### src/rtl/mul_reg_sequencer.sv
// mul_reg_sequencer: expands Thumb PUSH/POP/STM/LDM into single-register memory micro-ops plus base writeback.
module mul_reg_sequencer #(
  parameter int ADDR_WIDTH = 4,
  parameter int WORD_BYTES = 4
) (
  input  logic                  clk_i,
  input  logic                  rst_n_i,
  input  logic                  instr_valid_i,
  input  logic [15:0]           instruction_i,
  output logic                  instr_ready_o,
  input  logic                  flush_i,
  output logic                  uop_valid_o,
  input  logic                  uop_ready_i,
  output logic [1:0]            uop_kind_o,
  output logic [ADDR_WIDTH-1:0] uop_base_reg_o,
  output logic [ADDR_WIDTH-1:0] uop_data_reg_o,
  output logic [7:0]            uop_offset_o,
  output logic                  uop_last_o,
  output logic                  busy_o
);
  typedef enum logic [1:0] {IDLE, XFER, WB} state_t;
  state_t state_q, state_d;
  logic [15:0] list_q, list_d;
  logic [ADDR_WIDTH-1:0] base_q, base_d;
  logic push_q, push_d, load_q, load_d, wb_q, wb_d;
  logic [3:0] cnt_q, cnt_d, k_q, k_d;
  logic is_push, is_pop, is_stm, is_ldm, known, dec_wb;
  logic [15:0] dec_list, rest;
  logic [3:0] dec_cnt, lo;
  logic [ADDR_WIDTH-1:0] dec_base;
  logic [7:0] off_k, off_n, mem_off, wb_off;
  assign is_push  = instruction_i[15:9] == 7'b1011010;
  assign is_pop   = instruction_i[15:9] == 7'b1011110;
  assign is_stm   = instruction_i[15:11] == 5'b11000;
  assign is_ldm   = instruction_i[15:11] == 5'b11001;
  assign known    = is_push | is_pop | is_stm | is_ldm;
  assign dec_list = {is_pop & instruction_i[8], is_push & instruction_i[8], 6'b0,
                     known ? instruction_i[7:0] : 8'h00};
  assign dec_base = (is_push | is_pop) ? ADDR_WIDTH'(13) : ADDR_WIDTH'(instruction_i[10:8]);
  // LDM with the base in its own list leaves the loaded value, not the written-back one
  assign dec_wb   = !is_ldm || !dec_list[instruction_i[10:8]];
  always_comb begin
    dec_cnt = '0;
    for (int i = 0; i < 16; i++) dec_cnt = dec_cnt + 4'(dec_list[i]);
  end
  always_comb begin
    lo = '0;
    for (int i = 15; i >= 0; i--) if (list_q[i]) lo = 4'(i);
  end
  assign rest    = list_q & (list_q - 16'd1);
  assign off_k   = 8'(k_q * WORD_BYTES);
  assign off_n   = 8'(cnt_q * WORD_BYTES);
  assign mem_off = push_q ? off_k - off_n : off_k;
  assign wb_off  = push_q ? 8'd0 - off_n : off_n;
  assign uop_valid_o    = state_q != IDLE;
  assign busy_o         = state_q != IDLE;
  assign instr_ready_o  = state_q == IDLE;
  assign uop_kind_o     = state_q == WB ? 2'd2 : state_q == XFER ? {1'b0, !load_q} : 2'd0;
  assign uop_base_reg_o = uop_valid_o ? base_q : '0;
  assign uop_data_reg_o = state_q == WB ? base_q : state_q == XFER ? ADDR_WIDTH'(lo) : '0;
  assign uop_offset_o   = state_q == WB ? wb_off : state_q == XFER ? mem_off : 8'd0;
  assign uop_last_o     = state_q == WB || (state_q == XFER && rest == 16'd0 && !wb_q);
  always_comb begin
    state_d = state_q;
    list_d  = list_q;
    base_d  = base_q;
    push_d  = push_q;
    load_d  = load_q;
    wb_d    = wb_q;
    cnt_d   = cnt_q;
    k_d     = k_q;
    if (flush_i) state_d = IDLE;
    else if (state_q == IDLE && instr_valid_i && dec_cnt != 4'd0) begin
      state_d = XFER;
      list_d  = dec_list;
      base_d  = dec_base;
      push_d  = is_push;
      load_d  = is_ldm | is_pop;
      wb_d    = dec_wb;
      cnt_d   = dec_cnt;
      k_d     = '0;
    end else if (state_q == XFER && uop_ready_i) begin
      list_d = rest;
      k_d    = k_q + 4'd1;
      if (rest == 16'd0) state_d = wb_q ? WB : IDLE;
    end else if (state_q == WB && uop_ready_i) state_d = IDLE;
  end
  always_ff @(posedge clk_i) begin
    if (!rst_n_i) begin
      state_q <= IDLE;
      list_q  <= '0;
      base_q  <= '0;
      push_q  <= 1'b0;
      load_q  <= 1'b0;
      wb_q    <= 1'b0;
      cnt_q   <= '0;
      k_q     <= '0;
    end else begin
      state_q <= state_d;
      list_q  <= list_d;
      base_q  <= base_d;
      push_q  <= push_d;
      load_q  <= load_d;
      wb_q    <= wb_d;
      cnt_q   <= cnt_d;
      k_q     <= k_d;
    end
  end
endmodule

### config.mk
export PLATFORM = sky130hd
export DESIGN_NAME = mul_reg_sequencer
export DESIGN_NICKNAME = d
export VERILOG_FILES = /design/src/rtl/mul_reg_sequencer.sv
export SDC_FILE = /design/constraint.sdc
export NUM_CORES = 1
export LEC_CHECK = 0
export BUFFER_PORTS_ARGS = -buffer_cell sky130_fd_sc_hd__buf_2
export CAP_MARGIN = 20
export CORE_MARGIN = 4
export CORE_UTILIZATION = 32
export CTS_CLUSTER_SIZE = 12
export DETAILED_ROUTE_END_ITERATION = 10
export PLACE_DENSITY_LB_ADDON = 0.08
export REMOVE_ABC_BUFFERS = 1
export SYNTH_ARGS = -nofsm -noshare
export SYNTH_HDL_FRONTEND = slang
export SYNTH_SLANG_ARGS = --single-unit
### constraint.sdc
create_clock -name clk_i -period 6.7 [get_ports clk_i]
set_input_delay 0.67 -clock clk_i [delete_from_list [all_inputs] [get_ports clk_i]]
set_output_delay 0.67 -clock clk_i [all_outputs]
set_load 0.01 [all_outputs]
==> flow_metrics.tcl, run 1 <==
set metrics [dict create \
    timing.rr.start "state_q[1]" \
    synth_area_per_cell_sq_um 8.160 \
    postCtsHoldBufs 0 \
    clock_latency_ns 0.29 \
    end_kind "register" \
    pwr-share-comb_pct 14.1 \
    grt_pass1_vias 2146 \
    netSwitchingFraction_pct 26.95 \
    yosysTopAreaCellShare_pct 27.26 \
    drv_slew 0 \
    crit_arrival_ns 5.57 \
    ios 43 \
    cts_resized 0 \
    postRouteAntennaNets 0 \
    path_clk_slew_ns 0.07 \
    setup_viol 0 \
    reg2regPathDepth 6 \
    root_buffer "clkbuf_8" \
    post-route-util_pct 37.53 \
    die_h_microns 95.03 \
    post_cts_buffers 0 \
    routedWlPerCell_microns 15.59 \
    synth_top_area_cell "dfxtp_1" \
    io_buffers 40 \
    tightest_slew_ns 0.8069 \
    clkPwrFrac_pct 35.9 \
    fillCellCount 803 \
    syn_to_final_growth_pct 12.91 \
    die_w_microns 95.03 \
    drv_cap 0 \
    crit_required_ns 6.88 \
    syn_area_sq_um 2424 \
    grt_pass1_wl_mm 11.07 \
    cts_made_buffers 5 \
    maxSlewHeadroom_pct 45.79 \
    status "finished, final reports clean" \
    vdd_ir_drop_max_uv 70.66 \
    ys_ff_latch 33 \
    wl_mm 6.655 \
    holdPathEnd "cnt_q[3]" \
    grt_max_degree 27 \
    yosys_warnings 0 \
    hold_class "reg -> reg" \
    gp_congestion 0.8106 \
    dp_slack_ns 1.014 \
    core_sq_um 7292 \
    die_area_sq_um 9030 \
    pwr_density_cell_nw_per_um2 148.5 \
    finClkSkew_ns 0.004761 \
    post-route-min-period_ns 5.389 \
    critPathKind "in -> reg" \
    clock_path_buffers 2 \
    multi_input_area_sq_um 1593 \
    hold_violations 0 \
    power.leakage_nw 1.140 \
    ys_seq_area_share_pct 27.26 \
    drc 0 \
    hold_start "cnt_q[3]" \
    num_vias 2211 \
    drive_above_1_share_pct 17.68 \
    nNetsFinal 363 \
    seqPwrFrac_pct 50.0 \
    regArea_sq_um 660.6 \
    fin_crit_sh_pct 80.44 \
    synth_area_leaders "dfxtp_1, fa_1, o21ai_0, nand2_1, ha_1" \
    ys_types 61 \
    synth_edf_count 0 \
    setup_ws_ns 1.311 \
    grt_remaining_overflow 0 \
    detail_route.iter0.violations 90 \
    syn_inst 297 \
    whs_path_depth 2 \
    numClockSinks 33 \
    rsz0062_at_grt "no" \
    cts_tree "done" \
    antenna_found_initial 0 \
    dp_hpwl_mm 5.341 \
    setup.worst_path.start_class "primary input" \
    cts.htree.levels 2 \
    start_util_pct 33.24 \
    max_freq_mhz 185.6 \
    row_count 31 \
    intPower_w 0.0002968 \
    diodes 0 \
    drt_first_pass_iters 4 \
    grt_util_all_layers_pct 15.86 \
    via_per_inst 5.178 \
    worstPathMaxFanout 23 \
    synth_ff_type "dfxtp_1" \
    r2r_slack_ns 4.01 \
    p_sw_w 0.0001095 \
    synthArstFlopShare_pct 0 \
    setup_tns_ns 0 \
    r2r-end "list_q[13]" \
]
worst max path at each step:
stage	cells past startpoint	to	slack, ns	from
2_1_floorplan	17	list_q[4]	1.67	instruction_i[9]
3_3_place_gp	18	list_q[7]	1.11	instruction_i[9]
3_5_place_dp	18	list_q[6]	1.01	instruction_i[9]
4_1_cts	18	list_q[6]	1.30	instruction_i[9]
5_1_grt	18	list_q[6]	1.02	instruction_i[9]
6_report	18	list_q[6]	1.31	instruction_i[9]
worst max-delay path: stages:
cell and delay [ns]:
buf_2 0.13, nand4b_1 0.16, nor2_1 0.19, o21a_1 0.36, nand2_1 0.13, fa_1 0.54
inv_1 0.05, fa_1 0.50, fa_1 0.55, ha_1 0.16, inv_1 0.05, fa_1 0.37
xnor2_1 0.15, o2111ai_1 0.16, and4_1 0.74, or2_2 0.28, o21ai_0 0.10, a32o_1 0.27
power groups by stage:
stage               clock, W  combinational (W)  sequential [W]
detailed placement         0          0.0000578        0.000208
finish              0.000146          0.0000572        0.000203
global placement           0          0.0000579        0.000208
global route        0.000160          0.0000648        0.000204
floorplan                  0          0.0000352        0.000206
CTS                 0.000151          0.0000580        0.000203
per-stage QoR:
stage | instances | total power, W | cell area (sq um) | hold WS, ns
after CTS | 427 | 0.0004125 | 2736 | 0.4828
after global routing | 427 | 0.0004283 | 2736 | 0.4952
after global placement | 419 | 0.0002656 | 2656 | 0.4722
final | 427 | 0.0004063 | 2736 | 0.4742
after detailed placement | 419 | 0.0002654 | 2656 | 0.4736
after floorplan | 280 | 0.0002415 | 2332 | 0.4434
sequential cells by signal (all words and copies together), names as in the netlist:
name     cells
base_q       4
list_q      16
wb_q         1
state_q      2
push_q       1
cnt_q        4
load_q       1
k_q          4
final cells by class:
type                            instances  share of cell area (%)
Clock buffer                            8                   2.926
Inverter                               21                   2.881
Multi-Input combinational cell        226                   58.21
Sequential cell                        33                   24.14
Tap cell                               99                   4.527
Timing Repair Buffer                   40                   7.316
placed cells by master, fill, tap and decap left out, types with 3 or more instances in the layout:
master     n
a21oi_1   13
nor2_1    23
a21o_1     3
o211a_1    4
fa_1       7
and3_1     8
buf_2     40
mux2i_1    3
nor3b_1    4
nand3_1    6
nor2b_1   11
o21ai_0   22
a31oi_1    3
dfxtp_1   33
inv_1     21
ha_1       8
clkbuf_1   3
a21boi_0   7
nand2b_1   3
nor3_1     5
o22ai_1    4
xnor2_1    6
nand2_1   27
clkbuf_8   5
a32o_1     8
or3_1      5
and2_1     5
kinds of logic (layout without fill, tap and decap cells):
group / after synthesis / count (layout) / share of synthesized area (%)
AO/OA/AOI/OAI: 81 / 81 / 22.92
XOR/XNOR: 8 / 8 / 2.891
adder cells (fa/ha/maj): 16 / 16 / 10.38
buffers and inverters: 39 / 69 / 7.176
flip-flops: 33 / 33 / 27.26
multiplexers: 6 / 6 / 3.562
other: 1 / 2 / 0.1547
AND/OR/NAND/NOR: 113 / 113 / 25.66
metal layers:
metal  part of all wire, %  up-vias  routed length, microns  track usage, %
met2                    48       30                    3221           26.31
met3                   3.0       13                     202           2.841
met4                   2.2        0                     148           5.889
met1                    46     1051                    3082           20.57
li1                      -     1117                       -               -
met5                     0        -                       0               0
cell usage after synthesis (3+ instances only):
library cell	n
nand3_1	6
a21oi_1	13
xnor2_1	6
and2_1	5
clkbuf_1	8
fa_1	7
o211a_1	4
mux2i_1	3
o22ai_1	4
o21ai_0	22
a21o_1	3
nor2b_1	11
and3_1	8
nor3_1	5
nor3b_1	4
or3_1	5
buf_4	4
a21boi_0	7
nor2_1	23
a31oi_1	3
inv_1	21
ha_1	8
a32o_1	8
nand2_1	27
nand2b_1	3
dfxtp_1	33
buf_2	4
Note: power is estimated with default switching activity, not from simulation.
==> inputs of run 2 (changes only) <==
clock period = 4.5 ns   (was 6.7 ns; I/O delays follow)
==> flow_metrics.tcl, run 2 (synthesis gave the netlist of run 1 again) <==
set metrics [dict create \
    numClockSinks 33 \
    post_cts_buffers 0 \
    rsz0062_at_grt "no" \
    clock_latency_ns 0.28 \
    max_freq_mhz 234.4 \
    hold_violations 0 \
    netSwitchingFraction_pct 27.13 \
    hold_class "in -> reg" \
    whs_path_depth 2 \
    crit_required_ns 4.67 \
    r2r_slack_ns 1.77 \
    postRouteAntennaNets 0 \
    antenna_found_initial 0 \
    m1WireLength_mm 3.062 \
    dp_hpwl_mm 5.551 \
    layout_commonest_cell "buf_2" \
    setup.worst_path.start "instruction_i[9]" \
    start_util_pct 33.24 \
    hold_start "uop_ready_i" \
    crit_arrival_ns 4.44 \
    critPathKind "in -> reg" \
    vdd_ir_drop_max_uv 91.67 \
    holdPathEnd "state_q[0]" \
    wl_mm 6.795 \
    nNetsFinal 380 \
    grt_pass1_wl_mm 11.36 \
    power.leakage_nw 1.248 \
    grt_pass1_vias 2319 \
    drv_slew 0 \
    intPower_w 0.0004531 \
    reg2regPathDepth 6 \
    drc 0 \
    io_buffers 40 \
    tightest_slew_ns 0.8064 \
    dr_wl_met3_microns 232 \
    gp_congestion 0.7778 \
    cts.htree.levels 2 \
    core_sq_um 7292 \
    drt_first_pass_iters 5 \
    die_h_microns 95.03 \
    largest_register_ffs 16 \
    grt_util_all_layers_pct 16.34 \
    pwr-share-comb_pct 16.7 \
    setup.worst_path.start_class "primary input" \
    routedWlPerCell_microns 15.30 \
    maxSlewHeadroom_pct 45.83 \
    dpl_cell_area_sq_um 2796 \
    worstPathMaxFanout 7 \
    cts_tree "done" \
    drv_cap 0 \
    clkPwrFrac_pct 34.7 \
    path_clk_slew_ns 0.07 \
    timing.rr.start "state_q[1]" \
    fillCellCount 837 \
    row_count 31 \
    drive_above_1_share_pct 25.51 \
    post-route-min-period_ns 4.265 \
    top_layer_used "met4" \
    diodes 0 \
    post-route-cell-area_sq_um 2928 \
    clock_path_buffers 2 \
    num_vias 2301 \
    ios 43 \
    r2r-end "list_q[13]" \
    finClkSkew_ns 0.008298 \
    via_per_inst 5.182 \
    status "finished, final reports clean" \
    end_kind "register" \
    seqPwrFrac_pct 48.6 \
    grt_remaining_overflow 0 \
    dr_wl_met2_mm 3.445 \
    syn_to_final_growth_pct 20.81 \
    die_w_microns 95.03 \
    detail_route.iter0.violations 65 \
    pwr_density_cell_nw_per_um2 212.4 \
    die_area_sq_um 9030 \
    grt_max_degree 27 \
    post-route-util_pct 40.15 \
    final_cell_mix "buf_2, dfxtp_1, nand2_1" \
    setup_viol 0 \
    cts_made_buffers 5 \
    p_sw_w 0.0001687 \
    top_register "list_q" \
    root_buffer "clkbuf_8" \
    fin_crit_sh_pct 94.79 \
]
-- run 2: cell count changes in the layout (fill, tap and decap cells not counted), moves of 2 or more --
cell / delta
and3_4: +2
and3_1: -3
buf_4: +16
clkinv_2: +2
clkbuf_1: -2
-- run 2: worst max-delay path by stage --
| stage | end |
|---|---|
| 3_3_place_gp | list_q[6] |
| 4_1_cts | list_q[4] |
| 6_report | list_q[4] |
| 3_5_place_dp | list_q[5] |
| 2_1_floorplan | list_q[4] |
| 5_1_grt | list_q[4] |
-- run 2: power by group through the flow --
stage | combinational [W] | sequential (W) | clock, W
4_1_cts | 0.0000994 | 0.000302 | 0.000227
3_3_place_gp | 0.0000989 | 0.000309 | 0
5_1_grt | 0.000116 | 0.000303 | 0.000246
2_1_floorplan | 0.0000524 | 0.000307 | 0
3_5_place_dp | 0.0000988 | 0.000309 | 0
6_report | 0.000104 | 0.000302 | 0.000216
-- run 2: final cells by class --
class	instances	area, sq um	share of cell area [%]
Sequential cell	33	660.6	22.56
Tap cell	99	123.9	4.231
Inverter	21	78.83	2.692
Clock inverter	2	10.01	0.3419
Timing Repair Buffer	57	340.3	11.62
Clock buffer	6	72.57	2.479
Multi-Input combinational cell	226	1642	56.07
-- run 2: layer usage --
metal | vias up | GRT usage [%]
met4 | 0 | 3.606
met1 | 1106 | 20.05
met5 | - | 0
met2 | 34 | 29.07
li1 | 1157 | -
met3 | 4 | 3.710
-- run 2: critical path, cell delays in order --
cell and delay, ns:
buf_2 0.11, nand4b_1 0.17, nor2_2 0.14, buf_4 0.13
and3_4 0.19, nand2_1 0.06, fa_1 0.47, inv_1 0.06
fa_1 0.48, fa_1 0.50, ha_1 0.17, inv_1 0.06
fa_2 0.54, o2111ai_2 0.14, and4_4 0.20, buf_12 0.13
and3_2 0.24, a32o_1 0.20
-- run 2: what timing repair did --
| item | 4_1_cts | 5_1_grt |
|---|---|---|
| setup endpoints to repair | 7 | 29 |
| pin swaps | 0 | 7 |
| hold buffers | 0 | 0 |
| cloned | 0 | 0 |
| gates resized for setup | 1 | 15 |
-- run 2: metrics by stage --
stage	instances	TNS (ns)	worst slack [ns]	hold slack (ns)	total power [W]
4_1_cts	444	0	0.01083	0.3753	0.0006286
5_1_grt	444	0	0.05092	0.3764	0.0006651
2_1_floorplan	280	-2.752	-0.3148	0.4434	0.0003595
3_5_place_dp	436	-7.658	-0.3447	0.4660	0.0004078
6_report	444	0	0.2346	0.3890	0.0006218
3_3_place_gp	436	-7.987	-0.3407	0.4679	0.0004079
==> inputs of run 3 (changes only) <==
CELL_PAD_IN_SITES_DETAIL_PLACEMENT = 0   (was unset)
CELL_PAD_IN_SITES_GLOBAL_PLACEMENT = 1   (was unset)
==> flow_metrics.tcl, run 3 (synthesis gave the netlist of run 1 again) <==
set metrics [dict create \
    status "finished, final reports clean" \
    grt_util_all_layers_pct 16.41 \
    routedWlPerCell_microns 15.62 \
    cp_cell_sequence "buf_2 > nand4b_1 > nor2_1 > buf_4 > and3_4 > nand2_1 > fa_1 > inv_1 > fa_1 > fa_1 > ha_2 > inv_1 > fa_2 > xnor2_2 > o2111ai_2 > and4_4 > buf_12 > and3_4 > a32o_1" \
    r2r_slack_ns 1.80 \
    numClockSinks 33 \
    diodes 0 \
    root_buffer "clkbuf_8" \
    drive_above_1_share_pct 25.86 \
    layout_commonest_cell "buf_2" \
    hold_violations 0 \
    fin_crit_sh_pct 94.18 \
    die_h_microns 95.03 \
    clock_latency_ns 0.29 \
    setup.worst_path.start "instruction_i[9]" \
    cts_tree "done" \
    nNetsFinal 384 \
    final_cell_mix "buf_2, dfxtp_1, nand2_1" \
    cts_made_buffers 5 \
    via_per_inst 5.136 \
    num_vias 2296 \
    end_kind "register" \
    crit_slowest_cell "fa_1" \
    power.leakage_nw 1.255 \
    post-route-min-period_ns 4.238 \
    cpMostUsedCell "fa_1" \
    core_sq_um 7292 \
    wl_mm 6.981 \
    io_buffers 40 \
    use_met3_pct 2.841 \
    drv_cap 0 \
    largest_register_ffs 16 \
    critPathKind "in -> reg" \
    grt_max_degree 27 \
    drv_slew 0 \
    r2r-end "list_q[13]" \
    setup_viol 0 \
    dpl_cell_area_sq_um 2811 \
    instances_no_fill 447 \
    syn_to_final_growth_pct 21.94 \
    setup.worst_path.start_class "primary input" \
    drt_first_pass_iters 4 \
    grt_pass1_wl_mm 11.31 \
    use_met2_pct 28.36 \
    seqPwrFrac_pct 47.6 \
    clkPwrFrac_pct 36.0 \
    crit_buf_inv 5 \
    start_util_pct 33.24 \
    drc 0 \
    antenna_found_initial 0 \
    finClkSkew_ns 0.008930 \
    intPower_w 0.0004687 \
    p_sw_w 0.0001666 \
    grt_busiest_layer "met2" \
    max_freq_mhz 236.0 \
    post-route-cell-area_sq_um 2955 \
    rsz0062_at_grt "no" \
    hold_class "in -> reg" \
    path_clk_slew_ns 0.06 \
    timing.rr.start "state_q[1]" \
    tightest_slew_ns 0.8042 \
    total_power_w 0.0006353 \
    gp_congestion 0.7723 \
    detail_route.iter0.violations 78 \
    setup.worst_path.end "list_q[7]" \
    vdd_ir_drop_max_uv 97.57 \
    ios 43 \
    grt_pass1_vias 2229 \
    pwr-share-comb_pct 16.4 \
    top_register "list_q" \
    crit_arrival_ns 4.41 \
    postRouteAntennaNets 0 \
    grt_remaining_overflow 0 \
    dp_hpwl_mm 5.582 \
    netSwitchingFraction_pct 26.22 \
    crit_required_ns 4.67 \
    row_count 31 \
    cts.htree.levels 2 \
    reg2regPathDepth 6 \
    grt_use_met1_pct 20.95 \
    maxSlewHeadroom_pct 45.97 \
    die_w_microns 95.03 \
    pwr_density_cell_nw_per_um2 215.0 \
    worstPathMaxFanout 8 \
    place_inst 438 \
    cp_top_family "adder cells" \
    slowest_delay_ns 0.51 \
    die_area_sq_um 9030 \
    critical_path_depth 19 \
    clock_path_buffers 2 \
]
[run 3: cell types whose count changed in the layout (fill, tap and decap cells not counted), sizes merged]
cell / change
buf: +4
clkinv: -2
clkbuf: +1
[run 3: worst min-delay path by stage]
stage / from / cells past startpoint / slack, ns / end
final: uop_ready_i / 2 / 0.39 / state_q[0]
after global routing: uop_ready_i / 2 / 0.39 / state_q[0]
after CTS: uop_ready_i / 2 / 0.38 / state_q[0]
after detailed placement: cnt_q[3] / 2 / 0.46 / cnt_q[3]
after global placement: cnt_q[3] / 2 / 0.46 / cnt_q[3]
after floorplan: cnt_q[3] / 2 / 0.44 / cnt_q[3]
[run 3: layout make-up]
type                       count  area (sq um)
sequential                    33         660.6
fill                         805          4337
timing repair buffer          61         370.4
clock buffer                   7         86.33
inverter                      21         78.83
multi-input combinational    226          1635
tap                           99         123.9
[run 3: power by group through the flow]
stage | registers [W] | clock network [W] | logic, W
floorplan | 0.000307 | 0 | 0.0000524
CTS | 0.000302 | 0.000237 | 0.000101
global route | 0.000303 | 0.000250 | 0.000117
finish | 0.000302 | 0.000228 | 0.000104
global placement | 0.000309 | 0 | 0.000101
detailed placement | 0.000309 | 0 | 0.000100
[run 3: stage by stage]
stage          hold slack (ns)  worst slack, ns  TNS (ns)  util (%)
2_1_floorplan           0.4434          -0.3148    -2.752         -
3_3_place_gp            0.4644          -0.2385    -4.899     38.56
3_5_place_dp            0.4635          -0.3522    -8.498     38.56
4_1_cts                 0.3839         0.005086         0     39.76
5_1_grt                 0.3915          0.06405         0     40.53
6_report                0.3905           0.2621         0     40.53
[run 3: what timing repair did]
action | CTS | global route
gates resized for setup | 1 | 13
setup endpoints to repair | 9 | 32
hold buffers | 0 | 0
pin swaps | 1 | 9
buffers inserted | 0 | 2
[run 3: routing by layer]
layer / up-vias / part of all wire, %
met3: 5 / 3.8
met1: 1099 / 46
li1: 1156 / -
met2: 36 / 49
met4: 0 / 0.99
met5: - / 0
